`config.mk`:
```
export PLATFORM = sky130hd
export DESIGN_NAME = axis_output_depacketize_flat
export DESIGN_NICKNAME = d
export VERILOG_FILES = /design/src/rtl/axis_output_depacketize_if.sv /design/src/rtl/axis_output_depacketize.sv /design/src/flat_wrapper.sv
export SDC_FILE = /design/constraint.sdc
export NUM_CORES = 1
export LEC_CHECK = 0
export ABC_CLOCK_PERIOD_IN_PS = 2600
export CAP_MARGIN = 20
export CORE_ASPECT_RATIO = 2
export CORE_MARGIN = 5
export CORE_UTILIZATION = 60
export CTS_BUF_LIST = sky130_fd_sc_hd__clkbuf_16
export CTS_CLUSTER_SIZE = 14
export DETAILED_ROUTE_END_ITERATION = 7
export DONT_BUFFER_PORTS = 1
export PLACE_DENSITY = 0.8
export SLEW_MARGIN = 20
export SYNTH_ARGS = -nofsm -noshare
export SYNTH_HDL_FRONTEND = slang
export SYNTH_SLANG_ARGS = --single-unit
```
`constraint.sdc`:
```
create_clock -name clk -period 2.6 [get_ports clk]
set_clock_uncertainty 0.1 [all_clocks]
set_input_delay 0.13 -clock clk [delete_from_list [all_inputs] [get_ports clk]]
set_output_delay 0.13 -clock clk [all_outputs]
set_load 0.01 [all_outputs]
```
`src/rtl/axis_output_depacketize_if.sv`:
```
// Bundles the AXIS input and the payload output stream of axis_output_depacketize.
// The slave modport is the depacketizer's view; the master modport is the driving side.
interface axis_output_depacketize_if #(
  parameter int unsigned TDATA_WIDTH   = 32,
  parameter int unsigned PAYLOAD_WIDTH = 8,
  parameter int unsigned CNT_WIDTH     = 16
);
  logic                     s_axis_tvalid;
  logic                     s_axis_tready;
  logic [TDATA_WIDTH-1:0]   s_axis_tdata;
  logic [TDATA_WIDTH/8-1:0] s_axis_tkeep;
  logic                     s_axis_tlast;
  logic                     out_valid;
  logic                     out_ready;
  logic [PAYLOAD_WIDTH-1:0] out_data;
  logic [CNT_WIDTH-1:0]     out_cycle;

  modport slave (
    input  s_axis_tvalid, s_axis_tdata, s_axis_tkeep, s_axis_tlast, out_ready,
    output s_axis_tready, out_valid, out_data, out_cycle
  );

  modport master (
    output s_axis_tvalid, s_axis_tdata, s_axis_tkeep, s_axis_tlast, out_ready,
    input  s_axis_tready, out_valid, out_data, out_cycle
  );
endinterface

```
`src/rtl/axis_output_depacketize.sv`:
```
// Host-side receiver for the processor output stream: strips flagged payloads out of
// packetized AXIS words, tags them with their cycle index and queues them in a small FIFO.
module axis_output_depacketize #(
  parameter int unsigned TDATA_WIDTH   = 32,
  parameter int unsigned PAYLOAD_WIDTH = 8,
  parameter int unsigned FIFO_DEPTH    = 4,
  parameter int unsigned CNT_WIDTH     = 16
) (
  input  logic                          clk,
  input  logic                          rst,
  axis_output_depacketize_if.slave      bus,
  output logic                          busy,
  output logic                          pkt_done,
  output logic [CNT_WIDTH-1:0]          pkt_cycles,
  output logic [CNT_WIDTH-1:0]          pkt_outputs,
  output logic [1:0]                    err,
  input  logic                          err_clear
);

  localparam int unsigned AW     = $clog2(FIFO_DEPTH);
  localparam int unsigned PTR_W  = AW + 1;
  localparam int unsigned PAD_W  = TDATA_WIDTH - 1 - PAYLOAD_WIDTH;

  typedef enum logic [0:0] {
    ST_IDLE   = 1'b0,
    ST_IN_PKT = 1'b1
  } state_t;

  state_t                   r_state;
  state_t                   w_state_nxt;
  logic                     r_busy;
  logic                     r_pkt_done;
  logic [CNT_WIDTH-1:0]     r_pkt_cycles;
  logic [CNT_WIDTH-1:0]     r_pkt_outputs;
  logic [1:0]               r_err;
  logic [CNT_WIDTH-1:0]     r_cyc_cnt;
  logic [CNT_WIDTH-1:0]     r_out_cnt;
  logic [PTR_W-1:0]         r_wr_ptr;
  logic [PTR_W-1:0]         r_rd_ptr;
  logic [PAYLOAD_WIDTH-1:0] r_mem_data [FIFO_DEPTH];
  logic [CNT_WIDTH-1:0]     r_mem_cyc  [FIFO_DEPTH];

  logic                     w_full;
  logic                     w_empty;
  logic                     w_accept;
  logic                     w_flag;
  logic                     w_push;
  logic                     w_pop;
  logic                     w_pkt_end;
  logic                     w_pad_nz;
  logic                     w_keep_bad;
  logic [1:0]               w_err_new;
  logic [PAYLOAD_WIDTH-1:0] w_payload;
  logic [CNT_WIDTH-1:0]     w_cyc_inc;
  logic [CNT_WIDTH-1:0]     w_out_inc;

  // Full when pointers differ only in the wrap bit.
  assign w_full  = (r_wr_ptr[AW] != r_rd_ptr[AW]) &&
                   (r_wr_ptr[AW-1:0] == r_rd_ptr[AW-1:0]);
  assign w_empty = (r_wr_ptr == r_rd_ptr);

  assign bus.s_axis_tready = !w_full && !rst;
  assign w_accept  = bus.s_axis_tvalid && bus.s_axis_tready;
  assign w_flag    = bus.s_axis_tdata[TDATA_WIDTH-1];
  assign w_payload = bus.s_axis_tdata[TDATA_WIDTH-2 -: PAYLOAD_WIDTH];
  assign w_push    = w_accept && w_flag;
  assign w_pop     = !w_empty && bus.out_ready;
  assign w_pkt_end = w_accept && bus.s_axis_tlast;

  generate
    if (PAD_W > 0) begin : g_pad
      assign w_pad_nz = |bus.s_axis_tdata[PAD_W-1:0];
    end else begin : g_no_pad
      assign w_pad_nz = 1'b0;
    end
  endgenerate

  assign w_keep_bad = (bus.s_axis_tkeep != '1);
  assign w_err_new  = {w_accept && w_flag && w_pad_nz, w_accept && w_keep_bad};

  // Saturating increments of the per-packet counters.
  assign w_cyc_inc = (&r_cyc_cnt) ? r_cyc_cnt : r_cyc_cnt + CNT_WIDTH'(1);
  assign w_out_inc = (&r_out_cnt) ? r_out_cnt : r_out_cnt + CNT_WIDTH'(1);

  assign bus.out_valid = !w_empty;
  assign bus.out_data  = r_mem_data[r_rd_ptr[AW-1:0]];
  assign bus.out_cycle = r_mem_cyc[r_rd_ptr[AW-1:0]];

  assign busy        = r_busy;
  assign pkt_done    = r_pkt_done;
  assign pkt_cycles  = r_pkt_cycles;
  assign pkt_outputs = r_pkt_outputs;
  assign err         = r_err;

  always_ff @(posedge clk) begin
    if (rst) begin
      r_state <= ST_IDLE;
    end else begin
      r_state <= w_state_nxt;
    end
  end

  always_comb begin
    w_state_nxt = r_state;
    if (w_accept) begin
      w_state_nxt = bus.s_axis_tlast ? ST_IDLE : ST_IN_PKT;
    end
  end

  // Payload storage needs no reset; validity comes from the pointers.
  always_ff @(posedge clk) begin
    if (w_push) begin
      r_mem_data[r_wr_ptr[AW-1:0]] <= w_payload;
      r_mem_cyc[r_wr_ptr[AW-1:0]]  <= r_cyc_cnt;
    end
  end

  always_ff @(posedge clk) begin
    if (rst) begin
      r_wr_ptr      <= '0;
      r_rd_ptr      <= '0;
      r_busy        <= 1'b0;
      r_pkt_done    <= 1'b0;
      r_pkt_cycles  <= '0;
      r_pkt_outputs <= '0;
      r_err         <= '0;
      r_cyc_cnt     <= '0;
      r_out_cnt     <= '0;
    end else begin
      if (w_push) begin
        r_wr_ptr <= r_wr_ptr + PTR_W'(1);
      end
      if (w_pop) begin
        r_rd_ptr <= r_rd_ptr + PTR_W'(1);
      end
      r_busy     <= (w_state_nxt == ST_IN_PKT);
      r_pkt_done <= w_pkt_end;
      if (w_accept) begin
        if (bus.s_axis_tlast) begin
          r_pkt_cycles  <= w_cyc_inc;
          r_pkt_outputs <= w_flag ? w_out_inc : r_out_cnt;
          r_cyc_cnt     <= '0;
          r_out_cnt     <= '0;
        end else begin
          r_cyc_cnt <= w_cyc_inc;
          if (w_flag) begin
            r_out_cnt <= w_out_inc;
          end
        end
      end
      // A new error in the clearing cycle still lands.
      r_err <= (err_clear ? 2'b00 : r_err) | w_err_new;
    end
  end

endmodule

```
`src/flat_wrapper.sv`:
```
// flat-port wrapper written by rule: the top's interface ports become plain ports
module axis_output_depacketize_flat 
#(
  parameter int unsigned TDATA_WIDTH   = 32,
  parameter int unsigned PAYLOAD_WIDTH = 8,
  parameter int unsigned FIFO_DEPTH    = 4,
  parameter int unsigned CNT_WIDTH     = 16
)
  (clk, rst, busy, pkt_done, pkt_cycles, pkt_outputs, err, err_clear, bus_s_axis_tvalid, bus_s_axis_tdata, bus_s_axis_tkeep, bus_s_axis_tlast, bus_out_ready, bus_s_axis_tready, bus_out_valid, bus_out_data, bus_out_cycle);
  axis_output_depacketize_if #(.TDATA_WIDTH(TDATA_WIDTH), .PAYLOAD_WIDTH(PAYLOAD_WIDTH), .CNT_WIDTH(CNT_WIDTH)) bus_i ();
  input  logic clk;
  input  logic rst;
  output logic busy;
  output logic pkt_done;
  output logic [CNT_WIDTH-1:0] pkt_cycles;
  output logic [CNT_WIDTH-1:0] pkt_outputs;
  output logic [1:0] err;
  input  logic err_clear;
  input wire logic [$bits(bus_i.s_axis_tvalid)-1:0] bus_s_axis_tvalid;
  input wire logic [$bits(bus_i.s_axis_tdata)-1:0] bus_s_axis_tdata;
  input wire logic [$bits(bus_i.s_axis_tkeep)-1:0] bus_s_axis_tkeep;
  input wire logic [$bits(bus_i.s_axis_tlast)-1:0] bus_s_axis_tlast;
  input wire logic [$bits(bus_i.out_ready)-1:0] bus_out_ready;
  output wire logic [$bits(bus_i.s_axis_tready)-1:0] bus_s_axis_tready;
  output wire logic [$bits(bus_i.out_valid)-1:0] bus_out_valid;
  output wire logic [$bits(bus_i.out_data)-1:0] bus_out_data;
  output wire logic [$bits(bus_i.out_cycle)-1:0] bus_out_cycle;
  assign bus_i.s_axis_tvalid = bus_s_axis_tvalid;
  assign bus_i.s_axis_tdata = bus_s_axis_tdata;
  assign bus_i.s_axis_tkeep = bus_s_axis_tkeep;
  assign bus_i.s_axis_tlast = bus_s_axis_tlast;
  assign bus_i.out_ready = bus_out_ready;
  assign bus_s_axis_tready = bus_i.s_axis_tready;
  assign bus_out_valid = bus_i.out_valid;
  assign bus_out_data = bus_i.out_data;
  assign bus_out_cycle = bus_i.out_cycle;
  axis_output_depacketize #(.TDATA_WIDTH(TDATA_WIDTH), .PAYLOAD_WIDTH(PAYLOAD_WIDTH), .FIFO_DEPTH(FIFO_DEPTH), .CNT_WIDTH(CNT_WIDTH)) u_core (.clk(clk), .rst(rst), .bus(bus_i), .busy(busy), .pkt_done(pkt_done), .pkt_cycles(pkt_cycles), .pkt_outputs(pkt_outputs), .err(err), .err_clear(err_clear));
endmodule
```
After elaboration in Yosys (flattened, before gate mapping)

Memories as Yosys holds them, arrays and structs flattened. A register that Yosys moved wholly into a read port is not among the register bits.
Index checks and enable logic that the tools add are counted.

Add/sub/neg operators: 4
Mux-type cells: 13
Eq/ne operators: 4
Bitwise operators: 1
Reduce and logical (&&, ||, !) cells: 15

Operator list:

| cell                                           | count |
|---|---|
| two-way mux 16 bit                             | 5 |
| adder 16 x 1 -> 16 bit (second input constant) | 2 |
| AND reduction 16 bit                           | 2 |
| OR reduction 23 bit                            | 1 |
| two-way mux 2 bit                              | 5 |
| logical AND 1 bit                              | 8 |
| adder 3 x 1 -> 3 bit (second input constant)   | 2 |
| != test 4 bit (second input constant)          | 1 |
| equality test 3 bit                            | 1 |
| zero test 1 bit                                | 3 |
| two-way mux 1 bit                              | 3 |
| equality test 2 bit                            | 1 |
| bitwise OR 2 bit                               | 1 |
| AND reduction 2 bit                            | 1 |
| != test 1 bit                                  | 1 |

Output and inout bits: 62
RAM bits: 96
Flip-flop bits (word level): 74
Memories: 2
Input port bits: 42
Logic and storage cells: 48

Memories:

| name              | depth | width | rd ports | clocked after Yosys merged registers in | write ports | RTL line                      | text |
|---|---|---|---|---|---|---|---|
| u_core.r_mem_cyc  | 4     | 16    | 1        | 1                                       | 1           | axis_output_depacketize.sv:41 | `logic [CNT_WIDTH-1:0] r_mem_cyc [FIFO_DEPTH];` |
| u_core.r_mem_data | 4     | 8     | 1        | 1                                       | 1           | axis_output_depacketize.sv:40 | `logic [PAYLOAD_WIDTH-1:0] r_mem_data [FIFO_DEPTH];` |

Depth between registers and ports, before layout

Gate-level depths: netlist of run 1.

Depth in word-level cells: 8
Mapped depth: 8

Worst setup path before layout of run 1

Ideal clock, no wire load.

Path type: register to register
From: register u_core.r_wr_ptr[1]
To: memory u_core.r_mem_cyc[0][0] (enable)
Buffers on the path: 1
Stages on the path, launching flop included: 5
Slack: 220 ps
Arrival: 1,898 ps
Required time: 2,118 ps
Cell sequence: dfxtp_1 > xor2_1 > o31a_1 > clkbuf_1 > and4_1

Cells in the longest elaborated chain, start to end: 8

Ends and longest elaborated chain:

| element                                 | RTL line                       | text |
|---|---|---|
| start, declared                         | axis_output_depacketize.sv:38  | `logic [PTR_W-1:0] r_wr_ptr;` |
| start signal, assigned                  | axis_output_depacketize.sv:131 | `r_wr_ptr <= r_wr_ptr + PTR_W'(1);` |
| equality test 2 bit                     | axis_output_depacketize.sv:59  | `(r_wr_ptr[AW-1:0] == r_rd_ptr[AW-1:0]);` |
| logical AND 1 bit                       | axis_output_depacketize.sv:58  | `assign w_full = (r_wr_ptr[AW] != r_rd_ptr[AW]) &&` |
| zero test 1 bit                         | axis_output_depacketize.sv:62  | `assign bus.s_axis_tready = !w_full && !rst;` |
| logical AND 1 bit                       | axis_output_depacketize.sv:62  |  |
| logical AND 1 bit                       | axis_output_depacketize.sv:63  | `assign w_accept = bus.s_axis_tvalid && bus.s_axis_tready;` |
| logical AND 1 bit                       | axis_output_depacketize.sv:66  | `assign w_push = w_accept && w_flag;` |
| two-way mux 1 bit                       | axis_output_depacketize.sv:112 | `if (w_push) begin` |
| two-way mux 1 bit (implied by the code) | axis_output_depacketize.sv:114 | `r_mem_cyc[r_wr_ptr[AW-1:0]] <= r_cyc_cnt;` |
| end, declared                           | axis_output_depacketize.sv:41  |  |

Parallel ways exist; a longest one is shown, timed or not.

Worst setup path after layout of run 1

From: register u_core.r_cyc_cnt[3]
To: register u_core.r_cyc_cnt[13]

Cells in the longest elaborated chain, start to end: 3
Elaborated cells on any way between the ends: 4

Ends and longest elaborated chain:

| element                                                               | RTL line                       | text |
|---|---|---|
| start, declared                                                       | axis_output_depacketize.sv:36  | `logic [CNT_WIDTH-1:0] r_cyc_cnt;` |
| start signal, assigned                                                | axis_output_depacketize.sv:145 | `r_cyc_cnt <= w_cyc_inc;` |
| adder 16 x 1 -> 16 bit / AND reduction 16 bit (equally long branches) | axis_output_depacketize.sv:82  | `assign w_cyc_inc = (&r_cyc_cnt) ? r_cyc_cnt : r_cyc_cnt + CNT_WIDTH'(1);` |
| two-way mux 16 bit *                                                  | axis_output_depacketize.sv:82  |  |
| two-way mux 16 bit *                                                  | axis_output_depacketize.sv:139 | `if (bus.s_axis_tlast) begin` |

Every way passes the cells marked *; elsewhere a longest branch is shown, timed or not.
A chain may end at the register's enable or synchronous reset.

==> results of run 1 <==
==> metrics by stage <==
| stage | setup WS [ns] | instance area [sq um] | hold slack [ns] |
|---|---|---|---|
| 2_1_floorplan | 0.2198 | 7325 | 0.1289 |
| 3_3_place_gp | 0.2843 | 7711 | 0.1032 |
| 3_5_place_dp | 0.2082 | 7711 | 0.1041 |
| 4_1_cts | 0.1945 | 8476 | 0.04419 |
| 5_1_grt | 0.04336 | 8476 | 0.05735 |
| 6_report | 0.1705 | 8476 | 0.06124 |
==> worst max-delay path, cell delays in order, from the launching register on <==
cell and delay (ns):
dfxtp_1 0.51, nand4_1 0.28, or4_1 0.60, or4_4 0.57, a32o_1 0.27
==> sequential cells by signal (all words and copies together), names as in the netlist, named ones only <==
signal and flops:
u_core.err 2, u_core.pkt_cycles 16, u_core.pkt_done 1, u_core.pkt_outputs 16
u_core.r_cyc_cnt 16, u_core.r_mem_cyc 64, u_core.r_mem_data 32, u_core.r_out_cnt 16
u_core.r_rd_ptr 3, u_core.r_state 1, u_core.r_wr_ptr 3
==> synth_stat cells, types with 11 or more instances <==
cell / n
a21oi_1: 62
and4_1: 11
clkbuf_1: 26
dfxtp_1: 76
edfxtp_1: 96
mux4_2: 24
nand2_1: 51
nand3_1: 26
nand4_1: 11
nor2_1: 34
nor3_1: 16
nor4_1: 12
o211ai_1: 12
o21ai_0: 32
xor2_1: 11
==> worst min-delay path by stage <==
stage | cells past startpoint | end | slack (ns)
2_1_floorplan | 0 | u_core.r_mem_data[0][0] | 0.13
4_1_cts | 4 | u_core.r_cyc_cnt[10] | 0.04
5_1_grt | 4 | u_core.r_out_cnt[5] | 0.06
3_5_place_dp | 1 | flip-flop | 0.10
3_3_place_gp | 1 | flip-flop | 0.10
6_report | 4 | u_core.r_out_cnt[5] | 0.06
==> report_power, final <==
| part | leakage (nW) | switching (mW) | internal (mW) | total, mW |
|---|---|---|---|---|
| logic | 0.984 | 0.272 | 0.204 | 0.476 |
| clock network | 0.278 | 1.12 | 1.27 | 2.39 |
| registers | 1.47 | 0.0340 | 2.90 | 2.93 |
==> final cells by class <==
cell class,count,area [sq um],share of cell area
inverter,10,37.54,0.004429
clock buffer,17,425.4,0.05019
timing repair buffer,57,548.0,0.06466
clock inverter,15,138.9,0.01639
multi-input combinational,395,2736,0.3229
sequential,172,4405,0.5198
tap,147,183.9,0.02170
==> per-layer routing <==
metal | up-vias | wire length (um) | share of wire
met5 | - | 0 | 0
met4 | 0 | 858 | 0.048
met3 | 61 | 1000 | 0.055
met2 | 203 | 9919 | 0.55
met1 | 2550 | 6248 | 0.35
li1 | 2429 | - | -
==> cells by family (layout without fill, tap and decap cells) <==
kind of cell | Yosys count | in the layout | share of synthesized area
adders and majority gates | 7 | 7 | 0.01196
AOI/OAI and AO/OA | 137 | 137 | 0.1102
muxes | 29 | 29 | 0.08063
and+or+nand+nor | 201 | 201 | 0.1454
xor gates and xnor gates | 21 | 21 | 0.02511
buffers and inverters | 47 | 99 | 0.02545
DFF | 172 | 172 | 0.6013
==> layout by cell type (no fill, tap or decap), types with 12 or more instances in the layout <==
| cell type | n |
|---|---|
| dlygate4sd3_1 | 18 |
| mux4_2 | 24 |
| buf_4 | 33 |
| dfxtp_1 | 75 |
| nand2_1 | 51 |
| a21oi_1 | 62 |
| o211ai_1 | 12 |
| nor2_1 | 33 |
| o21ai_0 | 32 |
| nor4_1 | 12 |
| nand3_1 | 26 |
| nor3_1 | 16 |
| edfxtp_1 | 96 |
| clkbuf_16 | 17 |
==> impl_results.md, run 1 <==
* Status: complete, no violations
* Max-cap violations at 0
* Sequential fraction of the synthesis area at 0.6013
* Cell total after placement at 762
* Max-slew violations at 0
* Critical path required time at 2.81 ns
* Floorplan core area at 0.01205 sq mm
* Post-CTS Repair Setup Buffers at 0
* WL per Instance at 22.17 um
* CP Capture Type: flip-flop
* Inserted Diodes at 0
* CTS root buffer: clkbuf_16
* Skew-Pair Late Insertion Delay at 0.42 ns
* Vias in the first global route at 5279
* Pin count of the biggest net entering global routing at 49
* Setup crit start kind: flip-flop
* Final non-filler cell total at about 810
* Syn Nets at about 660
* Input/output buffers at 0
* Overall power at 5.804 mW
* Total clock sinks at roughly 170
* Critical R2R Capture: u_core.r_cyc_cnt[13]
* Grt ovf at 0
* Count of different cell masters after synthesis at 57
* Layout area overhead at 15.72%
* Vias at 5243
* Worst Tran Pin Value at 0.7498 ns
* TritonCTS clock tree: done
* Fmax at 0.4116 GHz
* DRT iter0 DRCs at 341
* CTS-repair resized insts at 0
* Gr usage total at 0.2535
* FF+latch count, synth at 172
* Pwr Density at 684.7 mW/mm^2
* Met3 Track Usage GR at 0.05909
* # fillers at 804
* Hold buffers post-CTS at 19
* Site Rows at 57
* Reg2Reg Depth at 4
* Post-synthesis instance area at around 0.0073 sq mm
* GPL Wtd Cong at 0.9657
* Via/cell ratio at between 6 and 7
* Final period utilization at 0.9344
* GR Util met2 at 0.4501
* TritonCTS buffer count at 17
* Routed Wire Length at about 18000 um
* Leak pwr at roughly 2.7 nW
* DRT Pass-1 Iters at 5
* CP Launch Point: u_core.r_cyc_cnt[3]
* Avg Cell Area, Syn at 11.93 sq um
* RSZ-0062 raised after global routing: no
* Worst r2r src: u_core.r_cyc_cnt[3]
* Synth top area share at 0.3936
* Hold wc startpoint: bus_s_axis_tlast
* Slew Limit Headroom at 0.4985
* Final hold violation count at 0
* Clk slew on worst S/H paths at 0.07 ns
* Min-Delay Path Class: input pin to flip-flop
* Post-synth EDFFs at 96
* Final worst path period need at 2.429 ns
* Top_reg_cell synth: edfxtp_1
* Starting Density at 0.6077
* Setup Viol. Count Final at 0
* Num ports at 104
* H-tree depth at 4
* Crit-path max FO at 12
* Syn. warnings at 0
* Critical path class: flip-flop to flip-flop
* Die Y at 166.3 um
* Initial antenna violation count at 0
* Met1 Usage GRT at 0.2686
* Synth async-reset ratio at 0
* # DRC at 0
* Die width at around 90 um
* Most Used Layer, Global Route: met2
* Setup TNS at 0 ns
* Synth area leader: edfxtp_1
* Share of layout cells above drive strength 1 at 0.1577
* Post-Synthesis Cells at between 600 and 700
* Global-route wire length before repair at 28170 um
* Top post-synthesis cells by area: edfxtp_1 39%, dfxtp_1 21%, mux4_2 7.4%
* Nets at 702
* Die area at 0.01465 sq mm
* Post-DP HPWL at 12330 um
* Peak VDD IR at between 500 and 600 uV
* CP endpoint: u_core.r_cyc_cnt[13]
* WP data arrival at 2.64 ns
* Final core utilization at 0.7032
* Routed Antenna Nets at 0
* Clock buffer depth at 2
* Flop-to-flop setup slack at 0.17 ns
Note: power is estimated with default switching activity, not from simulation.
==> run 2, diff against run 1 <==
==> constraint.sdc (replaced) <==
create_clock -name clk -period 2.6 [get_ports clk]
set_clock_uncertainty 0.1 [all_clocks]
set_input_delay 0.13 -clock clk [delete_from_list [all_inputs] [get_ports clk]]
set_output_delay 0.13 -clock clk [all_outputs]
set_load 0.02 [all_outputs]
==> impl_results.md, run 2 (same netlist as run 1, synthesis figures left out) <==
* Die Y at 166.3 um (unchanged)
* Max-cap violations at 0 (unchanged)
* Min-Delay Path Class: input pin to flip-flop (unchanged)
* Final hold violation count at 0 (unchanged)
* Setup TNS at 0 ns (unchanged)
* Vias in the first global route at 5333 (was 5279)
* Internal at 4.390 mW (was 4.376 mW)
* DRT iter0 DRCs at 496 (was 341)
* Clock power frac at 0.413 (was 0.412)
* CP Cell Sequence: xnor2_1 -> or3b_2 -> nand2_1 -> xor2_1 -> nor2_1 -> dlygate4sd3_1 (was nand4_1 -> or4_1 -> or4_4 -> a32o_1)
* DRT Pass-1 Iters at 5 (unchanged)
* Skew-Pair Late Insertion Delay at 0.43 ns (was 0.42 ns)
* Post-CTS Repair Setup Buffers at 0 (unchanged)
* Setup crit start kind: flip-flop (unchanged)
* GPL Wtd Cong at 0.9732 (was 0.9657)
* TritonCTS buffer count at 17 (unchanged)
* Via/cell ratio at 6.482 (was 6.449)
* Routed Antenna Nets at 0 (unchanged)
* Crit-path max FO at 5 (was 12)
* Min Hold Slack at 0.03135 ns (was 0.06124 ns)
* Total clock sinks at 172 (unchanged)
* CTS root buffer: clkbuf_16 (unchanged)
* Site Rows at 57 (unchanged)
* Slowest CP cell: or3b_2 (was or4_1)
* CP Capture Type: flip-flop (unchanged)
* Pin count of the biggest net entering global routing at 48 (was 49)
* Floorplan core area at 0.01205 sq mm (unchanged)
* Share of layout cells above drive strength 1 at 0.1654 (was 0.1577)
* Commonest non-fill, non-tap cell in the layout: edfxtp_1 (unchanged)
* Input/output buffers at 0 (unchanged)
* Grt ovf at 0 (unchanged)
* Setup Viol. Count Final at 0 (unchanged)
* Clk slew on worst S/H paths at 0.07 ns (about the same)
* # fillers at 821 (was 804)
* Vias at 5302 (was 5243)
* Starting Density at 0.6077 (unchanged)
* Die width at 88.13 um (unchanged)
* WL per Instance at 22.97 um (was 22.17 um)
* Final period utilization at 0.9739 (was 0.9344)
* Critical path class: flip-flop to flip-flop (unchanged)
* # DRC at 0 (unchanged)
* H-tree depth at 4 (unchanged)
* Layout area overhead at 16.48% (was 15.72%)
* RSZ-0062 raised after global routing: no (unchanged)
* Fmax at 0.3949 GHz (was 0.4116 GHz)
* Max-slew violations at 0 (unchanged)
* Post-DP HPWL at 12750 um (was 12330 um)
* Flop pwr share at 0.499 (was 0.505)
* Peak VDD IR at 481.9 uV (was 578.7 uV)
* Slew Limit Headroom at 0.5191 (was 0.4985)
* Final worst path period need at 2.532 ns (was 2.429 ns)
* Status: complete, no violations (unchanged)
* Most frequent cells in the layout: 96 x edfxtp_1, 75 x dfxtp_1, 62 x a21oi_1, 51 x nand2_1, 37 x buf_4 (was 96 x edfxtp_1, 75 x dfxtp_1, 62 x a21oi_1, 51 x nand2_1)
* Die area at 0.01465 sq mm (unchanged)
* Max FFs per register at 64 (unchanged)
* CP max stage delay at 0.61 ns (was 0.60 ns)
* Clock buffer depth at 2 (unchanged)
* Critical path required time at 2.82 ns (was 2.81 ns)
* Routed Wire Length at 18790 um (was 18030 um)
* WP data arrival at 2.75 ns (was 2.64 ns)
* Inserted Diodes at 0 (unchanged)
* Gr usage total at 0.2643 (was 0.2535)
* Nets at 707 (was 702)
* Leak pwr at 2.767 nW (was 2.736 nW)
* TritonCTS clock tree: done (unchanged)
* Worst Tran Pin Value at 0.7190 ns (was 0.7498 ns)
* Pwr Density at 698.2 mW/mm^2 (was 684.7 mW/mm^2)
* P_sw at 1.566 mW (was 1.428 mW)
* Switching Fraction at 0.2630 (was 0.2460)
* Global-route wire length before repair at 28930 um (was 28170 um)
* Num ports at 104 (unchanged)
* Comb pwr share at 0.089 (was 0.082)
* Initial antenna violation count at 0 (unchanged)
-- run 2: cell count changes in the layout (fill, tap and decap cells not counted) --
cell | before | now
buf_12 | 6 | 5
clkinv_4 | 2 | 3
o31a_1 | 2 | 1
buf_4 | 33 | 37
nor3_2 | 0 | 1
nor3_1 | 16 | 15
xor2_1 | 11 | 10
dlygate4sd3_1 | 18 | 20
inv_8 | 6 | 5
inv_6 | 4 | 2
o31a_2 | 0 | 1
xor2_2 | 0 | 1
clkinv_8 | 0 | 2
-- run 2: per-layer routing --
| metal | GRT usage | up-vias | share of wire |
|---|---|---|---|
| li1 | - | 2428 | - |
| met1 | 0.2742 | 2595 | 0.33 |
| met2 | 0.4760 | 208 | 0.56 |
| met3 | 0.06256 | 71 | 0.062 |
| met4 | 0.1362 | 0 | 0.051 |
| met5 | 0 | - | 0 |
-- run 2: through the flow --
stage               setup WS (ns)  std cells  area, sq um    util  power [mW]
floorplan                  0.2198        614         7325       -       3.401
global placement           0.3012        765         7721  0.6406       3.491
detailed placement         0.2576        765         7721  0.6406       3.506
CTS                       0.05640        818         8518  0.7067       5.960
global route             0.007171        818         8532  0.7079       6.144
finish                    0.06797        818         8532  0.7079       5.957
-- run 2: path summary, 6_finish.rpt --
kind | endpoint | from | cells past startpoint | slack [ns]
worst min register to register | u_core.r_out_cnt[1] | u_core.r_out_cnt[1] | 2 | 0.43
worst max-delay path | flip-flop | u_core.r_wr_ptr[2] | 6 | 0.07
worst max register to register | flip-flop | u_core.r_wr_ptr[2] | 6 | 0.07
worst min-delay path | u_core.pkt_cycles[10] | rst | 3 | 0.03
-- run 2: power groups by stage --
stage                     Clock, mW  Sequential (mW)  Combinational (mW)
after global routing           2.60             2.98               0.564
after floorplan                   0             3.00               0.404
final                          2.46             2.97               0.530
after global placement            0             3.03               0.462
after CTS                      2.46             2.97               0.529
after detailed placement          0             3.03               0.474
-- run 2: worst max-delay path: cells and delay by family (launching register included) --
| kind | cells | cell delay, ns |
|---|---|---|
| XOR/XNOR | 2 | 0.60 |
| AND/OR/NAND/NOR | 3 | 0.84 |
| flip-flops | 1 | 0.34 |
| buffers and inverters | 1 | 0.54 |
-- run 2: timing repair --
action                     4_1_cts  5_1_grt
setup endpoints to repair        0        1
gates resized for setup          0        3
hold endpoints to repair        84        0
hold buffers                    21        0
-- run 2: layout make-up --
cell class | instances | area [sq um] | area share
sequential | 172 | 4405 | 0.5164
multi-input combinational | 395 | 2750 | 0.3223
timing repair buffer | 62 | 578.1 | 0.06775
clock buffer | 17 | 425.4 | 0.04986
tap | 147 | 183.9 | 0.02156
clock inverter | 15 | 151.4 | 0.01774
inverter | 10 | 37.54 | 0.004399
==> run 3, diff against run 2 <==
--- a/config.mk
+++ b/config.mk
@@ -5,16 +5,16 @@
 export SDC_FILE = /design/constraint.sdc
 export NUM_CORES = 1
 export LEC_CHECK = 0
-export ABC_CLOCK_PERIOD_IN_PS = 2600
+export ABC_CLOCK_PERIOD_IN_PS = 2200
 export CAP_MARGIN = 20
 export CORE_ASPECT_RATIO = 2
-export CORE_MARGIN = 5
-export CORE_UTILIZATION = 60
+export CORE_UTILIZATION = 57
 export CTS_BUF_LIST = sky130_fd_sc_hd__clkbuf_16
 export CTS_CLUSTER_SIZE = 14
 export DETAILED_ROUTE_END_ITERATION = 7
 export DONT_BUFFER_PORTS = 1
-export PLACE_DENSITY = 0.8
+export GPL_ROUTABILITY_DRIVEN = 0
+export PLACE_DENSITY = 0.79
 export SLEW_MARGIN = 20
 export SYNTH_ARGS = -nofsm -noshare
 export SYNTH_HDL_FRONTEND = slang
==> constraint.sdc (replaced) <==
create_clock -name clk -period 2.2 [get_ports clk]
set_clock_uncertainty 0.1 [all_clocks]
set_input_delay 0.11 -clock clk [delete_from_list [all_inputs] [get_ports clk]]
set_output_delay 0.11 -clock clk [all_outputs]
set_load 0.02 [all_outputs]
==> impl_results.md, run 3 (same netlist as run 1, synthesis figures left out) <==
* Skew-Pair Late Insertion Delay at 0.43 ns (about the same)
* Max-cap violations at 0 (unchanged)
* Met1 Usage GRT at 0.2987 (was 0.2742)
* Commonest non-fill, non-tap cell in the layout: edfxtp_1 (unchanged)
* Setup crit start kind: flip-flop (unchanged)
* Peak VDD IR at 585.1 uV (was 481.9 uV)
* Leak pwr at 2.840 nW (was 2.767 nW)
* Most frequent cells in the layout: 96 x edfxtp_1, 68 x dfxtp_1, 62 x a21oi_1, 51 x nand2_1, 42 x buf_4 (was 96 x edfxtp_1, 75 x dfxtp_1, 62 x a21oi_1, 51 x nand2_1, 37 x buf_4)
* Critical path required time at 2.45 ns (was 2.82 ns)
* Worst Tran Pin Value at 0.7259 ns (was 0.7190 ns)
* Initial antenna violation count at 0 (unchanged)
* Setup WS post-layout at 0.06869 ns (was 0.06797 ns)
* TritonCTS clock tree: done (unchanged)
* RSZ-0062 raised after global routing: yes (was no)
* Nets at 714 (was 707)
* Inserted Diodes at 0 (unchanged)
* WP data arrival at 2.38 ns (was 2.75 ns)
* Most Used Layer, Global Route: met2 (unchanged)
* Gr usage total at 0.2899 (was 0.2643)
* Hold wc startpoint: bus_s_axis_tvalid (was rst)
* Num ports at 104 (unchanged)
* Input/output buffers at 0 (unchanged)
* Total area of sequential cells at 0.004414 sq mm (was 0.004405 sq mm)
* # DRC at 0 (unchanged)
* Multi-input gate area at 0.002771 sq mm (was 0.002750 sq mm)
* WHS Endpoint: u_core.r_out_cnt[11] (was u_core.pkt_cycles[10])
* Post-DP HPWL at 11960 um (was 12750 um)
* Switching Fraction at 0.2511 (was 0.2630)
* Die area at 0.01333 sq mm (was 0.01465 sq mm)
* Flop-to-flop setup slack at 0.07 ns (about the same)
* Overall power at 7.258 mW (was 5.957 mW)
* Routed Antenna Nets at 0 (unchanged)
* DP Worst Slack at 0.08926 ns (was 0.2576 ns)
* Site Rows at 58 (was 57)
* Internal at 5.435 mW (was 4.390 mW)
* Comb pwr share at 0.091 (was 0.089)
* DRT Pass-1 Iters at 5 (unchanged)
* WHS Path Cells at 4 (was 3)
* Clock buffer depth at 2 (unchanged)
* Clock power frac at 0.429 (was 0.413)
* Via/cell ratio at 6.635 (was 6.482)
* Share of layout cells above drive strength 1 at 0.1976 (was 0.1654)
* Worst r2r src: u_core.r_out_cnt[12] (was u_core.r_wr_ptr[2])
* Global-route wire length before repair at 28280 um (was 28930 um)
* Setup Viol. Count Final at 0 (unchanged)
* Grt ovf at 0 (unchanged)
* Pwr Density at 834.6 mW/mm^2 (was 698.2 mW/mm^2)
* TritonCTS buffer count at 17 (unchanged)
* Status: complete, no violations (unchanged)
* Max FFs per register at 64 (unchanged)
* Die width at 82.16 um (was 88.13 um)
* GR Util met2 at 0.5098 (was 0.4760)
* Min-Delay Path Class: input pin to flip-flop (unchanged)
* Crit-path max FO at 8 (was 5)
* Final worst path period need at 2.131 ns (was 2.532 ns)
* Clk slew on worst S/H paths at 0.08 ns (was 0.07 ns)
* Max-slew violations at 0 (unchanged)
* Post-CTS Repair Setup Buffers at 0 (unchanged)
* CTS root buffer: clkbuf_16 (unchanged)
* Flop pwr share at 0.480 (was 0.499)
* P_sw at 1.823 mW (was 1.566 mW)
* Routed Wire Length at 18260 um (was 18790 um)
* Final hold violation count at 0 (unchanged)
* Die Y at 162.3 um (was 166.3 um)
* Met3 Track Usage GR at 0.06685 (was 0.06256)
* Total clock sinks at 172 (unchanged)
* Vias at 5494 (was 5302)
* Vias in the first global route at 5553 (was 5333)
* DRT iter0 DRCs at 445 (was 496)
* Reg2Reg Depth at 5 (was 6)
* CP Capture Type: flip-flop (unchanged)
* # fillers at 857 (was 821)
* H-tree depth at 4 (unchanged)
* Fmax at 0.4692 GHz (was 0.3949 GHz)
* Final period utilization at 0.9688 (was 0.9739)
* Pin count of the biggest net entering global routing at 49 (was 48)
* Slew Limit Headroom at 0.5145 (was 0.5191)
* Floorplan core area at 0.01255 sq mm (was 0.01205 sq mm)
* Critical path class: flip-flop to flip-flop (unchanged)
* Layout area overhead at 18.72% (was 16.48%)
* WL per Instance at 22.05 um (was 22.97 um)
* Starting Density at 0.5834 (was 0.6077)
* Critical R2R Capture: u_core.pkt_outputs[2]
run 3: critical path, cell delays in order (launching register included):
cell and delay, ns:
dfxtp_1 0.43, nand4_1 0.20, or4_1 0.58, and4_4 0.22, or3_1 0.36, a21oi_1 0.16
run 3: timing repair:
item / CTS / global route
hold buffers: 20 / 0
endpoints found under the setup margin: 0 / 21
resized for setup: 0 / 10
endpoints found under the hold margin: 92 / 0
run 3: area by class of cell:
class | count | share of cell area
Clock buffer | 17 | 0.04892
Clock inverter | 15 | 0.02230
Inverter | 10 | 0.004317
Multi-Input combinational cell | 395 | 0.3187
Sequential cell | 172 | 0.5076
Tap cell | 150 | 0.02158
Timing Repair Buffer | 69 | 0.07655
run 3: per-layer routing:
layer  part of all wire  wire length [um]
met5                  0                 0
met3              0.070              1283
met4              0.065              1186
met2               0.54              9802
met1               0.33              5986
run 3: power groups by stage:
| stage | clock [mW] | sequential, mW | combinational, mW |
|---|---|---|---|
| after global routing | 3.24 | 3.49 | 0.711 |
| final | 3.11 | 3.48 | 0.662 |
| after detailed placement | 0 | 3.55 | 0.604 |
| after floorplan | 0 | 3.54 | 0.478 |
| after CTS | 3.13 | 3.48 | 0.665 |
| after global placement | 0 | 3.55 | 0.595 |
run 3: worst max-delay path by stage:
stage / from / to
after floorplan: u_core.r_cyc_cnt[3] / u_core.r_cyc_cnt[13]
after global placement: u_core.r_out_cnt[0] / u_core.pkt_outputs[10]
after detailed placement: u_core.r_cyc_cnt[3] / u_core.r_cyc_cnt[1]
after CTS: u_core.r_cyc_cnt[4] / u_core.r_cyc_cnt[1]
after global routing: u_core.r_out_cnt[1] / u_core.pkt_outputs[14]
final: u_core.r_out_cnt[12] / u_core.pkt_outputs[2]
run 3: per-stage QoR:
step	std cells	area, sq um	setup TNS, ns	utilization	hold slack (ns)
6_report	828	8696	0	0.6926	0.009316
3_3_place_gp	776	7838	0	0.6243	0.08218
5_1_grt	828	8696	-0.1383	0.6926	0.03318
4_1_cts	828	8667	0	0.6904	0.001422
3_5_place_dp	776	7838	0	0.6243	0.08286
2_1_floorplan	614	7346	0	-	0.1089
